$ cat src/rtl/mac_valid_pipeline.sv
// mac_valid_pipeline
//   Tracks the valid bit and tag of each op in flight through the MAC
//   datapath. MAC ops take MAC_LAT cycles and multiply-only ops take
//   MUL_LAT cycles. The block supports stalls, a synchronous flush,
//   issue back-pressure and an occupancy count for the issue controller.
//
// Ports
//   clk        rising-edge clock
//   aclr       asynchronous reset, active-high
//   en         pipeline advance enable (0 holds all state)
//   flush      synchronous flush of every valid bit
//   in_valid   issue request
//   in_mode    0 = MAC op (MAC_LAT), 1 = multiply-only op (MUL_LAT)
//   in_tag     tag travelling with the op
//   in_ready   issue accepted this cycle when in_valid=1 (combinational)
//   out_valid  exit slot holds a valid op (registered)
//   out_nop    inverse of out_valid, for legacy NOPOut consumers
//   out_tag    tag of the op in the exit slot (registered)
//   occupancy  number of valid ops in flight (registered)
module mac_valid_pipeline #(
  parameter int MAC_LAT = 7,
  parameter int MUL_LAT = 5,
  parameter int TAG_W   = 4
) (
  input  logic                             clk,
  input  logic                             aclr,
  input  logic                             en,
  input  logic                             flush,
  input  logic                             in_valid,
  input  logic                             in_mode,
  input  logic [TAG_W-1:0]                 in_tag,
  output logic                             in_ready,
  output logic                             out_valid,
  output logic                             out_nop,
  output logic [TAG_W-1:0]                 out_tag,
  output logic [$clog2(MAC_LAT+1)-1:0]     occupancy
);

  localparam int LAST  = MAC_LAT - 1;
  // Stage where multiply-only ops enter, so that they still exit from the last stage.
  localparam int D     = MAC_LAT - MUL_LAT;
  // Stage feeding the MUL injection point; this index is only meaningful when D > 0.
  localparam int GUARD = (D > 0) ? D - 1 : 0;
  localparam int OCC_W = $clog2(MAC_LAT + 1);

  logic [MAC_LAT-1:0] v;
  logic [TAG_W-1:0]   tag [MAC_LAT];

  logic inj_mul;
  logic mul_blocked;
  logic accept;

  // A multiply-only op uses the mid-pipe injection point only when the two
  // latencies differ. When they are equal, both modes enter at stage 0.
  assign inj_mul     = (D > 0) && in_mode;

  // An older MAC op about to shift into the MUL injection stage owns that slot.
  // In that case the MUL op is refused and must be reissued later.
  assign mul_blocked = inj_mul && v[GUARD];
  assign in_ready    = en & ~flush & ~mul_blocked;
  assign accept      = in_valid & in_ready;

  assign out_valid   = v[LAST];
  assign out_nop     = ~v[LAST];
  assign out_tag     = tag[LAST];

  // Shift register of {valid, tag}.
  // Flush clears only the valid bits; stale tags are harmless because
  // nothing reads a tag without its valid bit.
  // Occupancy tracks accepts minus retirements, so it always equals the
  // number of set valid bits.
  always_ff @(posedge clk or posedge aclr) begin
    if (aclr) begin
      v         <= '0;
      occupancy <= '0;
      for (int i = 0; i < MAC_LAT; i++) begin
        tag[i] <= '0;
      end
    end else if (flush) begin
      v         <= '0;
      occupancy <= '0;
    end else if (en) begin
      for (int i = LAST; i > 0; i--) begin
        v[i]   <= v[i-1];
        tag[i] <= tag[i-1];
      end
      v[0] <= 1'b0;
      if (accept) begin
        if (inj_mul) begin
          v[D]   <= 1'b1;
          tag[D] <= in_tag;
        end else begin
          v[0]   <= 1'b1;
          tag[0] <= in_tag;
        end
      end
      occupancy <= occupancy + OCC_W'(accept) - OCC_W'(v[LAST]);
    end
  end

endmodule

$ cat config.mk
export PLATFORM = sky130hd
export DESIGN_NAME = mac_valid_pipeline
export DESIGN_NICKNAME = d
export VERILOG_FILES = /design/src/rtl/mac_valid_pipeline.sv
export SDC_FILE = /design/constraint.sdc
export NUM_CORES = 1
export LEC_CHECK = 0
export BUFFER_PORTS_ARGS = -buffer_cell sky130_fd_sc_hd__clkbuf_2
export CAP_MARGIN = 20
export CORE_ASPECT_RATIO = 2
export CORE_UTILIZATION = 59
export CTS_BUF_LIST = sky130_fd_sc_hd__clkbuf_4 sky130_fd_sc_hd__clkbuf_8
export DETAILED_ROUTE_END_ITERATION = 10
export PLACE_DENSITY = 0.85
export SLEW_MARGIN = 20
export SYNTH_ARGS = -nofsm -noshare
export SYNTH_HDL_FRONTEND = slang
export SYNTH_SLANG_ARGS = --single-unit
$ cat constraint.sdc
create_clock -name clk -period 2.3 [get_ports clk]
set_clock_uncertainty 0.1 [all_clocks]
set_input_delay 0 -clock clk [delete_from_list [all_inputs] [get_ports clk]]
set_output_delay 0 -clock clk [all_outputs]
set_load 0.02 [all_outputs]
## Word-level counts from Yosys, hierarchy flattened

Index checks and enable logic that the tools add are counted.
Widths: inputs -> output; s select.

- Register bits: 38

- Add/sub/neg operators: 2
- Muxes and demuxes: 10
- Bitwise gates (word level): 7
- Reductions and logical operators: 4

Operators with widths:

| operator | count |
|---|---|
| $mux 7 | 2 |
| $mux 4 | 2 |
| $mux 3 | 2 |
| $mux 1 | 4 |
| $not 1->1 | 4 |
| $reduce_and 4->1 | 1 |
| $add 3x1->3 | 1 |
| $and 1x1->1 | 3 |
| $sub 3x1->3 | 1 |
| $reduce_and 2->1 | 1 |
| $reduce_bool 2->1 | 1 |
| $logic_and 1x1->1 | 1 |

## Depth between registers and ports, before layout

- Depth after elaboration: 8
- Mapped depth: 11

## Worst setup path before layout

No wires, ideal clock.

- Path type: flip-flop to flip-flop
- From: register v[1]
- To: register occupancy[2]
- Data arrival time: 2.169 ns
- Required time: 2.080 ns
- Slack: -0.089 ns
- Stages on the path, launching flop included: 11
- Period minus slack after synthesis: 2.389 ns
- Path through: dfrtp_1 > a21oi_1 > nand2_1 > ha_1 > inv_1 > ha_1 > inv_1 > fa_1 > xor2_1 > a21oi_1 > a31o_2

- Word-level cells in the longest chain between the ends: 8

RTL lines:

| element | RTL line | RTL |
|---|---|---|
| start, declared | 46 | `logic [MAC_LAT-1:0] v;` |
| start signal, assigned by index | 84 | `v[i] <= v[i-1];` |
| $logic_and 1x1->1 | 59 | `assign mul_blocked = inj_mul && v[GUARD];` |
| $not 1->1 | 60 | `assign in_ready = en & ~flush & ~mul_blocked;` |
| $and 1x1->1 | 60 |  |
| via in_ready | 32 | `output logic in_ready,` |
| $and 1x1->1 | 61 | `assign accept = in_valid & in_ready;` |
| $add 3x1->3 | 97 | `occupancy <= occupancy + OCC_W'(accept) - OCC_W'(v[LAST]);` |
| $sub 3x1->3 | 97 |  |
| $mux 3 | 82 | `end else if (en) begin` |
| $mux 3 | 79 | `end else if (flush) begin` |
| end signal, assigned | 97 |  |
| end, declared | 36 | `output logic [$clog2(MAC_LAT+1)-1:0] occupancy` |

The timed path passes the listed nets, and every way through them passes these cells. The select of a mux whose other input is x is not followed.
A chain may end at the register's enable or synchronous reset.

## Final worst setup path

- From: register v[1]
- To: register occupancy[2]

- Word-level cells in the longest chain between the ends: 8

RTL lines:

| element | RTL line |
|---|---|
| $logic_and 1x1->1 | 59 |
| $not 1->1 | 60 |
| $and 1x1->1 | 60 |
| $and 1x1->1 | 61 |
| $add 3x1->3 | 97 |
| $sub 3x1->3 | 97 |
| $mux 3 | 82 |
| $mux 3 | 79 |

Every way passes these cells. The select of a mux whose other input is x is not followed.

==> flow_summary.yaml <==
layout:
  area_growth_syn_to_layout_pct: 16.94
  fillCellCount: 181
  most-common-layout-cells: "nand2_1 (61), dfrtp_1 (38), clkbuf_2 (19), nor2_1 (14), mux2i_1 (11)"
  drive_gt1_frac: 0.2158
  n_antenna_cell: 0
  final_area_sq_um: 1901
  layout.nets: 202
  final_common_cell: "nand2_1"
yosys:
  synth_top_family_by_area: "simple AND/OR/NAND/NOR gates"
  syn_nets: 176
  yosysSeqAreaShare: 0.5851
  synth_compound_area_frac: 0.03618
  synthMuxAreaShare: 0.09546
  ys_types: 20
  syn_area_per_cell_sq_um: 9.971
  synth_seq_cells: 38
  syn_area_sq_um: 1625
  synth-simple-area-share: 0.2009
  synthAdderAreaFrac: 0.02771
  synthXorXnorAreaFrac: 0.005389
  netlist_instances: 163
  yosys_warnings: 0
setup_path:
  crit_path_max_fanout: 4
  crit_path_end_kind: "register"
  critPathKind: "reg2reg"
  arrival_ns: 2.27
  crit_required_ns: 2.39
  r2r_slack_ns: 0.12
  crit_path_start_kind: "register"
  slowest_stage: "dfrtp_1"
  crit_path_max_incr_delay_ns: 0.43
  crit_chain: "a21oi_2, nand2_1, ha_1, inv_1, ha_1, inv_1, fa_2, xor2_2, a21oi_1, a31o_2"
power:
  swShare: 0.2673
  p_sw_mw: 0.4082
  power.leakage_nw: 1.051
  seq_power_share: 0.543
  clockPowerShare: 0.312
  p_per_area_nw_per_um2: 803.4
  ir_drop_mv: 0.7167
  intPower_mw: 1.119
  pwr-share-comb: 0.145
worst_hold_path:
  hold_class: "in2reg"
clock_network:
  cts_sinks: 38
  cts_max_level: 2
  ctsRootBufferMaster: "clkbuf_8"
  clkLatencyLatePin_ns: 0.29
  cts_buffers: 5
  clk_pin_slew_worst_paths_ns: 0.07
  cts_tree: "built"
  clockBufferDepth: 2
grt:
  track_usage: 0.2419
  grt_max_degree: 39
  antenna_found_initial: 0
  first_global_vias: 1214
  grt_first_pass_wirelength_um: 4988
  gr-total-overflow: 0
placement:
  place_hpwl_um: 1996
  port_buffers: 19
  globalplace.congestion: 0.7048
  dpl_cell_area_sq_um: 1735
detailed_routing:
  dr.pass1.iters: 4
  drtIter0Drc: 35
  routed-via-count: 1132
  viasPerCell: 5.193
  wl_per_cell_um: 13.29
  wl_um: 2897
  ant_nets: 0
  drc: 0
die:
  start_util: 0.6324
  dieHeight_um: 76.23
  die_area_sq_um: 2982
  die_w_um: 39.12
  rows: 26
  core_sq_um: 2570
  io_pins: 20
timing:
  setup_violations: 0
  slew_headroom: 0.6927
  fin_crit_ns: 2.182
  rsz0062_at_grt: "false"
  finalMaxSlewViolations: 0
  max_freq_mhz: 458.3
  min_period_over_period: 0.9488
  tightestPinTransition_ns: 0.4610
  tns_ns: 0
  hold_viol_final: 0
job:
  maxCapViolCount: 0
outcome:
  status: "finished, final reports clean"
synth_stat cells (all sizes together):
cell	n	share of area
a21oi	7	0.022
a21o	1	0.0046
nand3b	1	0.0046
nor2	14	0.032
mux2	4	0.028
inv	5	0.012
nor2b	1	0.0039
dfrtp	38	0.59
ha	2	0.015
a211oi	1	0.0046
fa	1	0.012
nor3b	1	0.012
xor2	1	0.0054
nand2b	2	0.0077
nand2	61	0.14
mux2i	11	0.068
clkbuf	3	0.0069
a31o	1	0.0054
buf	8	0.031
critical path: cells and delay by family (launching register included):
family,cells,cell delay [ns]
AND/OR/NAND/NOR,1,0.08
XOR/XNOR,1,0.16
buffers and inverters,2,0.10
adder cells (fa/ha/maj),3,0.73
flip-flops,1,0.43
AO/OA/AOI/OAI,3,0.48
through the flow:
stage               power (mW)  hold WS, ns  std cells  worst slack, ns    util
detailed placement       1.057      0.01029        204          0.06252  0.6753
global route             1.606      0.03590        218         0.006285  0.7395
finish                   1.527      0.02042        218           0.1179  0.7395
floorplan                1.002     -0.01789        163          0.03993       -
CTS                      1.538      0.02247        218          0.04834  0.7356
global placement         1.035    -0.003516        204           0.1860  0.6753
power by group through the flow:
| stage | logic (mW) | clock network [mW] | registers (mW) |
|---|---|---|---|
| 4_1_cts | 0.224 | 0.486 | 0.828 |
| 6_report | 0.222 | 0.476 | 0.829 |
| 3_5_place_dp | 0.216 | 0 | 0.842 |
| 5_1_grt | 0.251 | 0.513 | 0.842 |
| 2_1_floorplan | 0.177 | 0 | 0.826 |
| 3_3_place_gp | 0.204 | 0 | 0.831 |
final cells by class:
cell class,instances,area (sq um),share of cell area
sequential,38,950.9,0.5003
tap,28,35.03,0.01843
clock inverter,1,5.005,0.002633
clock buffer,7,90.09,0.04740
timing repair buffer,30,192.7,0.1014
inverter,5,18.77,0.009875
multi-input combinational,109,608.1,0.3199
what timing repair did:
item / in CTS / in global routing
hold buffers: 6 / 0
gates resized for setup: 0 / 2
buffers inserted: 0 / 0
setup endpoints to repair: 0 / 1
hold endpoints to repair: 54 / 0
registers in the layout, summed over array words and instances (netlist names):
signal,count
out_tag,4
v,7
tag,24
occupancy,3
metal layers:
layer	share of wire	global-route usage	up-vias
met5	0	0	-
met4	0.033	0.1310	0
met3	0.032	0.05539	7
met2	0.55	0.4133	23
met1	0.38	0.2500	546
li1	-	-	556
path summary, 6_finish.rpt:
check	start	to	depth (start not counted)
worst max register to register	v[1]	occupancy[2]	10
worst min register to register	tag[15]	tag[11]	2
worst min-delay path	in_mode	v[0]	3
max in group asynchronous	aclr	tag[26]	4
worst max-delay path	v[1]	occupancy[2]	10
min in group asynchronous	aclr	out_tag[1]	4
cells by family (layout without fill, tap and decap cells):
| group | count (synthesis) | count (layout) |
|---|---|---|
| simple gates | 80 | 80 |
| flops | 38 | 38 |
| buf+inv | 16 | 43 |
| mux | 15 | 15 |
| compound gates | 10 | 10 |
| fa+ha+maj | 3 | 3 |
| xor+xnor | 1 | 1 |
(Power assumes the default switching activity.)
